`config.mk`:
```
export PLATFORM = sky130hd
export DESIGN_NAME = booth_r4_mul
export DESIGN_NICKNAME = d
export VERILOG_FILES = /design/src/rtl/booth_r4_mul.sv
export SDC_FILE = /design/constraint.sdc
export NUM_CORES = 1
export LEC_CHECK = 0
export BUFFER_PORTS_ARGS = -buffer_cell sky130_fd_sc_hd__buf_2
export CAP_MARGIN = 30
export CORE_MARGIN = 4
export CORE_UTILIZATION = 58
export DETAILED_ROUTE_END_ITERATION = 10
export PLACE_DENSITY_LB_ADDON = 0.12
export SLEW_MARGIN = 25
export SYNTH_ARGS = -nofsm -noshare
export SYNTH_HDL_FRONTEND = slang
export SYNTH_SLANG_ARGS = --single-unit
```
`constraint.sdc`:
```
create_clock -name clk -period 6.03 [get_ports clk]
set_input_delay 0.3015 -clock clk [delete_from_list [all_inputs] [get_ports clk]]
set_output_delay 0.3015 -clock clk [all_outputs]
set_load 0.02 [all_outputs]
```
`src/rtl/booth_r4_mul.sv`:
```
// Iterative radix-4 Booth multiplier with per-operand signed/unsigned modes.
// Operands enter on a valid/ready handshake; the product is held until accepted.
module booth_r4_mul #(
  parameter int DATAWIDTH = 32  // even, >= 4
) (
  input  logic                     clk,
  input  logic                     rst,
  input  logic                     in_valid,
  output logic                     in_ready,
  input  logic                     a_signed,
  input  logic                     b_signed,
  input  logic [DATAWIDTH-1:0]     multiplier,
  input  logic [DATAWIDTH-1:0]     multiplicand,
  output logic                     out_valid,
  input  logic                     out_ready,
  output logic [2*DATAWIDTH-1:0]   product
);

  // Two guard bits make every mode combination a plain signed Booth multiply.
  localparam int W  = DATAWIDTH + 2;
  localparam int N  = W / 2;
  localparam int HW = W + 2;
  localparam int CW = $clog2(N);
  localparam logic [CW-1:0] LAST = CW'(N - 1);

  typedef enum logic [1:0] {
    S_IDLE,
    S_CALC,
    S_DONE
  } state_t;

  state_t          state;
  logic [HW-1:0]   hi;
  logic [W-1:0]    lo;
  logic            prev;
  logic [W-1:0]    b_reg;
  logic [CW-1:0]   cnt;

  logic [W-1:0]    a_ext;
  logic [W-1:0]    b_ext;
  logic [HW-1:0]   b_hw;
  logic [HW-1:0]   b_x2;
  logic [HW-1:0]   pp;
  logic [HW-1:0]   sum;
  logic [HW-1:0]   step_hi;
  logic [W-1:0]    step_lo;

  assign a_ext = {{2{a_signed & multiplier[DATAWIDTH-1]}}, multiplier};
  assign b_ext = {{2{b_signed & multiplicand[DATAWIDTH-1]}}, multiplicand};
  assign b_hw  = {{2{b_reg[W-1]}}, b_reg};
  assign b_x2  = {b_hw[HW-2:0], 1'b0};

  // One Booth digit per cycle: {A[2i+1], A[2i], A[2i-1]} selects 0, +-B, +-2B.
  always_comb begin
    // NOTE: every combinational output gets a default first so no path infers a latch.
    pp = '0;
    case ({lo[1:0], prev})
      3'b001, 3'b010: pp = b_hw;
      3'b011:         pp = b_x2;
      3'b100:         pp = -b_x2;
      3'b101, 3'b110: pp = -b_hw;
      default:        pp = '0;
    endcase
    sum     = hi + pp;
    step_hi = {{2{sum[HW-1]}}, sum[HW-1:2]};
    step_lo = {sum[1:0], lo[W-1:2]};
  end

  always_ff @(posedge clk) begin
    // NOTE: state registers use non-blocking assignments so every flop samples pre-edge values.
    if (rst) begin
      state     <= S_IDLE;
      in_ready  <= 1'b1;
      out_valid <= 1'b0;
      product   <= '0;
      hi        <= '0;
      lo        <= '0;
      prev      <= 1'b0;
      b_reg     <= '0;
      cnt       <= '0;
    end else begin
      case (state)
        S_IDLE: begin
          if (in_valid) begin
            hi       <= '0;
            lo       <= a_ext;
            prev     <= 1'b0;
            b_reg    <= b_ext;
            cnt      <= '0;
            in_ready <= 1'b0;
            state    <= S_CALC;
          end
        end
        S_CALC: begin
          hi   <= step_hi;
          lo   <= step_lo;
          prev <= lo[1];
          cnt  <= cnt + CW'(1);
          if (cnt == LAST) begin
            // After N shifts the low 2*DATAWIDTH bits of {hi, lo} are the product.
            product   <= {step_hi[DATAWIDTH-3:0], step_lo};
            out_valid <= 1'b1;
            state     <= S_DONE;
          end
        end
        S_DONE: begin
          if (out_ready) begin
            out_valid <= 1'b0;
            in_ready  <= 1'b1;
            state     <= S_IDLE;
          end
        end
        default: begin
          in_ready  <= 1'b1;
          out_valid <= 1'b0;
          state     <= S_IDLE;
        end
      endcase
    end
  end

endmodule

```
==> out/results.md <==
## Floorplanning
* **core region area** 16700 sq um
* **Die W** 139 um
* **initial core utilization** 59.6%
* **overall die area** 19300 sq um
* **Chip Height** 139 um
* **number of placed I/O pins** 136
* **standard-cell row count** 47

## Timing
* **RSZ-0062 raised after global routing** no
* **post-layout minimum cycle time** 5580 ps
* **Slew Limit Fails** 0
* **final-report hold violation count** 0
* **Final setup violation count** 0
* **post-route setup TNS** 0 ps
* **peak clock frequency supported by timing** 179 MHz
* **slew of the pin with the lowest slew margin** 956 ps
* **worst-case headroom to the max-slew limit** 36.3%
* **final clock period utilization by the worst path** 92.5%
* **Layout Skew** 11.7 ps

## Detailed routing
* **vias** 9758
* **DRT Pass-1 Iters** 6
* **remaining routing DRC violations** 0
* **via density per instance** 5.89
* **wirelength, routed** 26.1 mm
* **post-route antenna net violation count** 0
* **Iteration-0 DRC Markers** 769
* **average detailed-routed wire length per instance** 15.8 um

## Place
* **total cell area at the placement stage** 10600 sq um
* **number of buffers inserted by port buffering** 135
* **DP Wirelength** 17.8 mm
* **GP Congestion** 0.970

## Critical path
* **slack of the worst reg-to-reg path** 450 ps
* **kind of end point of the critical path** flop
* **Worst Setup EP** hi[32]$_SDFFE_PP0P_
* **source of the critical timing path** b_reg[0]$_SDFFE_PP0P_
* **worst-path cell with the longest stage delay** sky130_fd_sc_hd__or4_1
* **element type at the critical path start** flop
* **Reg2Reg Capture Point** hi[32]$_SDFFE_PP0P_
* **cell count of the worst reg-to-reg path** 21
* **cell repeated most along the worst path** sky130_fd_sc_hd__a21oi_1
* **beginning of the worst register-to-register path** b_reg[0]$_SDFFE_PP0P_
* **Critical Path, Cell by Cell** inv_1 -> ha_1 -> nand2b_1 -> or3_1 -> or4_1 -> nor3_1 -> nand2_1 -> xor2_1 -> a221oi_1 -> a31oi_1 -> ha_1 -> a21oi_1 -> o21ai_0 -> a21oi_1 -> o211a_1 -> o31a_1 -> a21oi_1 -> o41a_1 -> o211a_1 -> or3_1 -> a32o_1
* **maximum net fanout on the critical path** 8
* **Critical Path RT** 6350 ps
* **critical path's largest stage delay** 520 ps
* **data arrival time of the critical path** 5900 ps
* **Setup Crit Path Kind** flop to flop

## Job
* **Max Cap Violations** 0

## Global routing
* **grt met2 use** 45.0%
* **busiest layer in global routing** met2
* **number of antenna violations at the first check in global routing** 0
* **met1 layer usage reported by global route** 34.3%
* **GR Util met3** 4.14%
* **Overall Global Routing Usage** 26.3%
* **pin count of the biggest net entering global routing** 91
* **total global routing overflow** 0
* **wire length of the first global-routing pass** 43.1 mm
* **number of global-route vias before repair** 8829

## Final layout
* **footprint of the flip-flops and latches** 3500 sq um
* **layout cells sized above 1** 14.4%
* **flip-flop count of the largest register, all copies and words added** 64
* **registers with the highest flip-flop counts** product (64), hi (34), lo (34)
* **register ranked first by flip-flop count** product
* **fill cell instance count of the final layout** 1505
* **synthesis-to-finish area growth** 13.1%
* **Diodes inserted** 0
* **final instance area** 11300 sq um
* **area of the multi-input gates** 6000 sq um
* **final layout net count** 1533

## Power
* **switching portion of total power** 31.9%
* **Net Sw Power** 0.000954 W
* **power per cell area** 266 nW/um^2
* **power share of the combinational group** 20.6%
* **Seq pwr share** 42.3%
* **internal power** 0.00204 W
* **maximum ir drop on the vdd rail** 219 uV
* **reported leakage power** 4.62 nW
* **proportion of power drawn by the clock network** 37.1%

## Yosys
* **most frequent cell after synthesis** sky130_fd_sc_hd__nand2_1
* **FFs w/ async S/R, synth** 0%
* **post-synth net total** 1468
* **largest cells by area after synthesis** sky130_fd_sc_hd__dfxtp_1 (35%), sky130_fd_sc_hd__nand2_1 (11%), sky130_fd_sc_hd__a21oi_1 (8.4%), sky130_fd_sc_hd__nor2_1 (5.7%), sky130_fd_sc_hd__ha_1 (4.8%)
* **most used flip-flop cell after synthesis** sky130_fd_sc_hd__dfxtp_1
* **number of library cell types mapped by synthesis** 64
* **most common library cells after synthesis** sky130_fd_sc_hd__nand2_1 (294), sky130_fd_sc_hd__dfxtp_1 (175), sky130_fd_sc_hd__a21oi_1 (166)
* **number of instances in the synthesized netlist** 1359
* **area share of the largest cell type after synthesis** 35.2%
* **proportion of synthesized chip area in sequential cells** 35.2%
* **post-synthesis instance area** 9950 sq um
* **EDFF count, synth** 0
* **yosys warns** 0
* **largest area contributor in the netlist** sky130_fd_sc_hd__dfxtp_1
* **total of flip-flops plus latches after synthesis** 175
* **synthesized area divided by synthesized cell count** 7.32 sq um

## Hold path
* **Hold WC Path Type** input port to flop
* **Worst Hold Launch** multiplicand[4]

## Clock network
* **clock buffer count from CTS** 17
* **Hold-fix buffers, CTS** 0
* **H-tree Lvls** 4
* **root buf cell** sky130_fd_sc_hd__clkbuf_16
* **# clock sinks** 175
* **Setup Buffers After CTS** 0
* **CTS tree** done
* **maximum clock path buffer count** 2
* **post-CTS clock slew at the launch and capture registers of the worst setup and hold paths** 70 ps
* **source-to-sink clock delay at the later pin of the worst-skew pair** 440 ps

## Outcome
* **result of the run** completed

placed cells by master, fill, tap and decap left out, types with 3 or more instances in the layout:
| cell type | instances |
|---|---|
| sky130_fd_sc_hd__a21o_1 | 13 |
| sky130_fd_sc_hd__a21oi_1 | 166 |
| sky130_fd_sc_hd__o21bai_1 | 3 |
| sky130_fd_sc_hd__mux2i_1 | 8 |
| sky130_fd_sc_hd__nor2b_1 | 9 |
| sky130_fd_sc_hd__inv_1 | 14 |
| sky130_fd_sc_hd__nand3_1 | 38 |
| sky130_fd_sc_hd__a31oi_1 | 21 |
| sky130_fd_sc_hd__a221oi_1 | 18 |
| sky130_fd_sc_hd__o21ai_0 | 39 |
| sky130_fd_sc_hd__and2_1 | 3 |
| sky130_fd_sc_hd__a221o_1 | 3 |
| sky130_fd_sc_hd__o211ai_1 | 4 |
| sky130_fd_sc_hd__nor3_1 | 16 |
| sky130_fd_sc_hd__a22o_1 | 11 |
| sky130_fd_sc_hd__xor2_1 | 23 |
| sky130_fd_sc_hd__xnor2_1 | 52 |
| sky130_fd_sc_hd__o21a_1 | 7 |
| sky130_fd_sc_hd__nand4_1 | 5 |
| sky130_fd_sc_hd__inv_8 | 4 |
| sky130_fd_sc_hd__or3_1 | 18 |
| sky130_fd_sc_hd__nor4_1 | 33 |
| sky130_fd_sc_hd__nand2_1 | 293 |
| sky130_fd_sc_hd__dfxtp_1 | 175 |
| sky130_fd_sc_hd__clkbuf_16 | 17 |
| sky130_fd_sc_hd__a21boi_0 | 4 |
| sky130_fd_sc_hd__nand2b_1 | 8 |
| sky130_fd_sc_hd__nor3b_1 | 6 |
| sky130_fd_sc_hd__o31a_1 | 3 |
| sky130_fd_sc_hd__a22oi_1 | 10 |
| sky130_fd_sc_hd__or2_2 | 6 |
| sky130_fd_sc_hd__buf_4 | 18 |
| sky130_fd_sc_hd__ha_1 | 38 |
| sky130_fd_sc_hd__o221ai_1 | 7 |
| sky130_fd_sc_hd__buf_2 | 134 |
| sky130_fd_sc_hd__inv_6 | 3 |
| sky130_fd_sc_hd__a211oi_1 | 5 |
| sky130_fd_sc_hd__nor2_1 | 148 |
| sky130_fd_sc_hd__or4_1 | 3 |
| sky130_fd_sc_hd__a311oi_1 | 3 |
cell type report:
class	count	area share (%)
Timing Repair Buffer	153	7.26
Clock buffer	17	3.78
Tap cell	220	2.45
Clock inverter	15	1.50
Sequential cell	175	31.1
Inverter	15	0.500
Multi-Input combinational cell	1062	53.4
stage by stage:
stage	total power [W]	hold WS (ps)	cells	worst slack [ps]	util, %
3_5_place_dp	0.00190	444	1625	468	63.8
3_3_place_gp	0.00189	439	1624	611	63.7
4_1_cts	0.00300	84.3	1657	401	67.3
2_1_floorplan	0.00175	432	1359	1010	-
6_report	0.00299	101	1657	455	67.4
5_1_grt	0.00313	94.9	1657	32.9	67.4
routing by layer:
| layer | vias up | wire [um] |
|---|---|---|
| met3 | 39 | 1390 |
| met2 | 305 | 12700 |
| li1 | 4847 | - |
| met5 | - | 0 |
| met4 | 0 | 610 |
| met1 | 4567 | 11400 |
worst min-delay path by stage:
stage                                    endpoint  slack, ps  cells past startpoint
after floorplan               hi[31]$_SDFFE_PP0P_        430                      2
after global placement    product[4]$_SDFFE_PP0P_        440                      2
after detailed placement  product[9]$_SDFFE_PP0P_        440                      2
after CTS                   b_reg[2]$_SDFFE_PP0P_         80                      3
after global routing       b_reg[15]$_SDFFE_PP0P_         90                      3
final                       b_reg[4]$_SDFFE_PP0P_        100                      3
repair_timing:
action	CTS	global route
resized for setup	0	2
endpoints found under the setup margin	0	1
hold endpoints to repair	0	0
power by group through the flow:
| stage | Combinational, W | Sequential (W) | Clock (W) |
|---|---|---|---|
| after floorplan | 0.000484 | 0.00126 | 0 |
| after global placement | 0.000596 | 0.00129 | 0 |
| after detailed placement | 0.000604 | 0.00129 | 0 |
| after CTS | 0.000610 | 0.00127 | 0.00112 |
| after global routing | 0.000684 | 0.00127 | 0.00118 |
| final | 0.000616 | 0.00127 | 0.00111 |
critical path: cells and delay by family (launching register included):
kind                       cells  cell delay [ps]
and+or+nand+nor                6             2010
xor gates and xnor gates       1              170
adders and majority gates      2              560
AOI/OAI and AO/OA             11             2290
buffers and inverters          1               90
DFF                            1              330
cells by family after synthesis:
family                   count (synthesis)  synth area share, %
AO/OA/AOI/OAI                          336                 21.0
adder cells (fa/ha/maj)                 39                 4.98
XOR/XNOR                                76                 6.77
buffers and inverters                  122                 4.64
multiplexers                             9                0.918
AND/OR/NAND/NOR                        602                 26.5
flip-flops                             175                 35.2
Note: power is estimated with default switching activity, not from simulation.
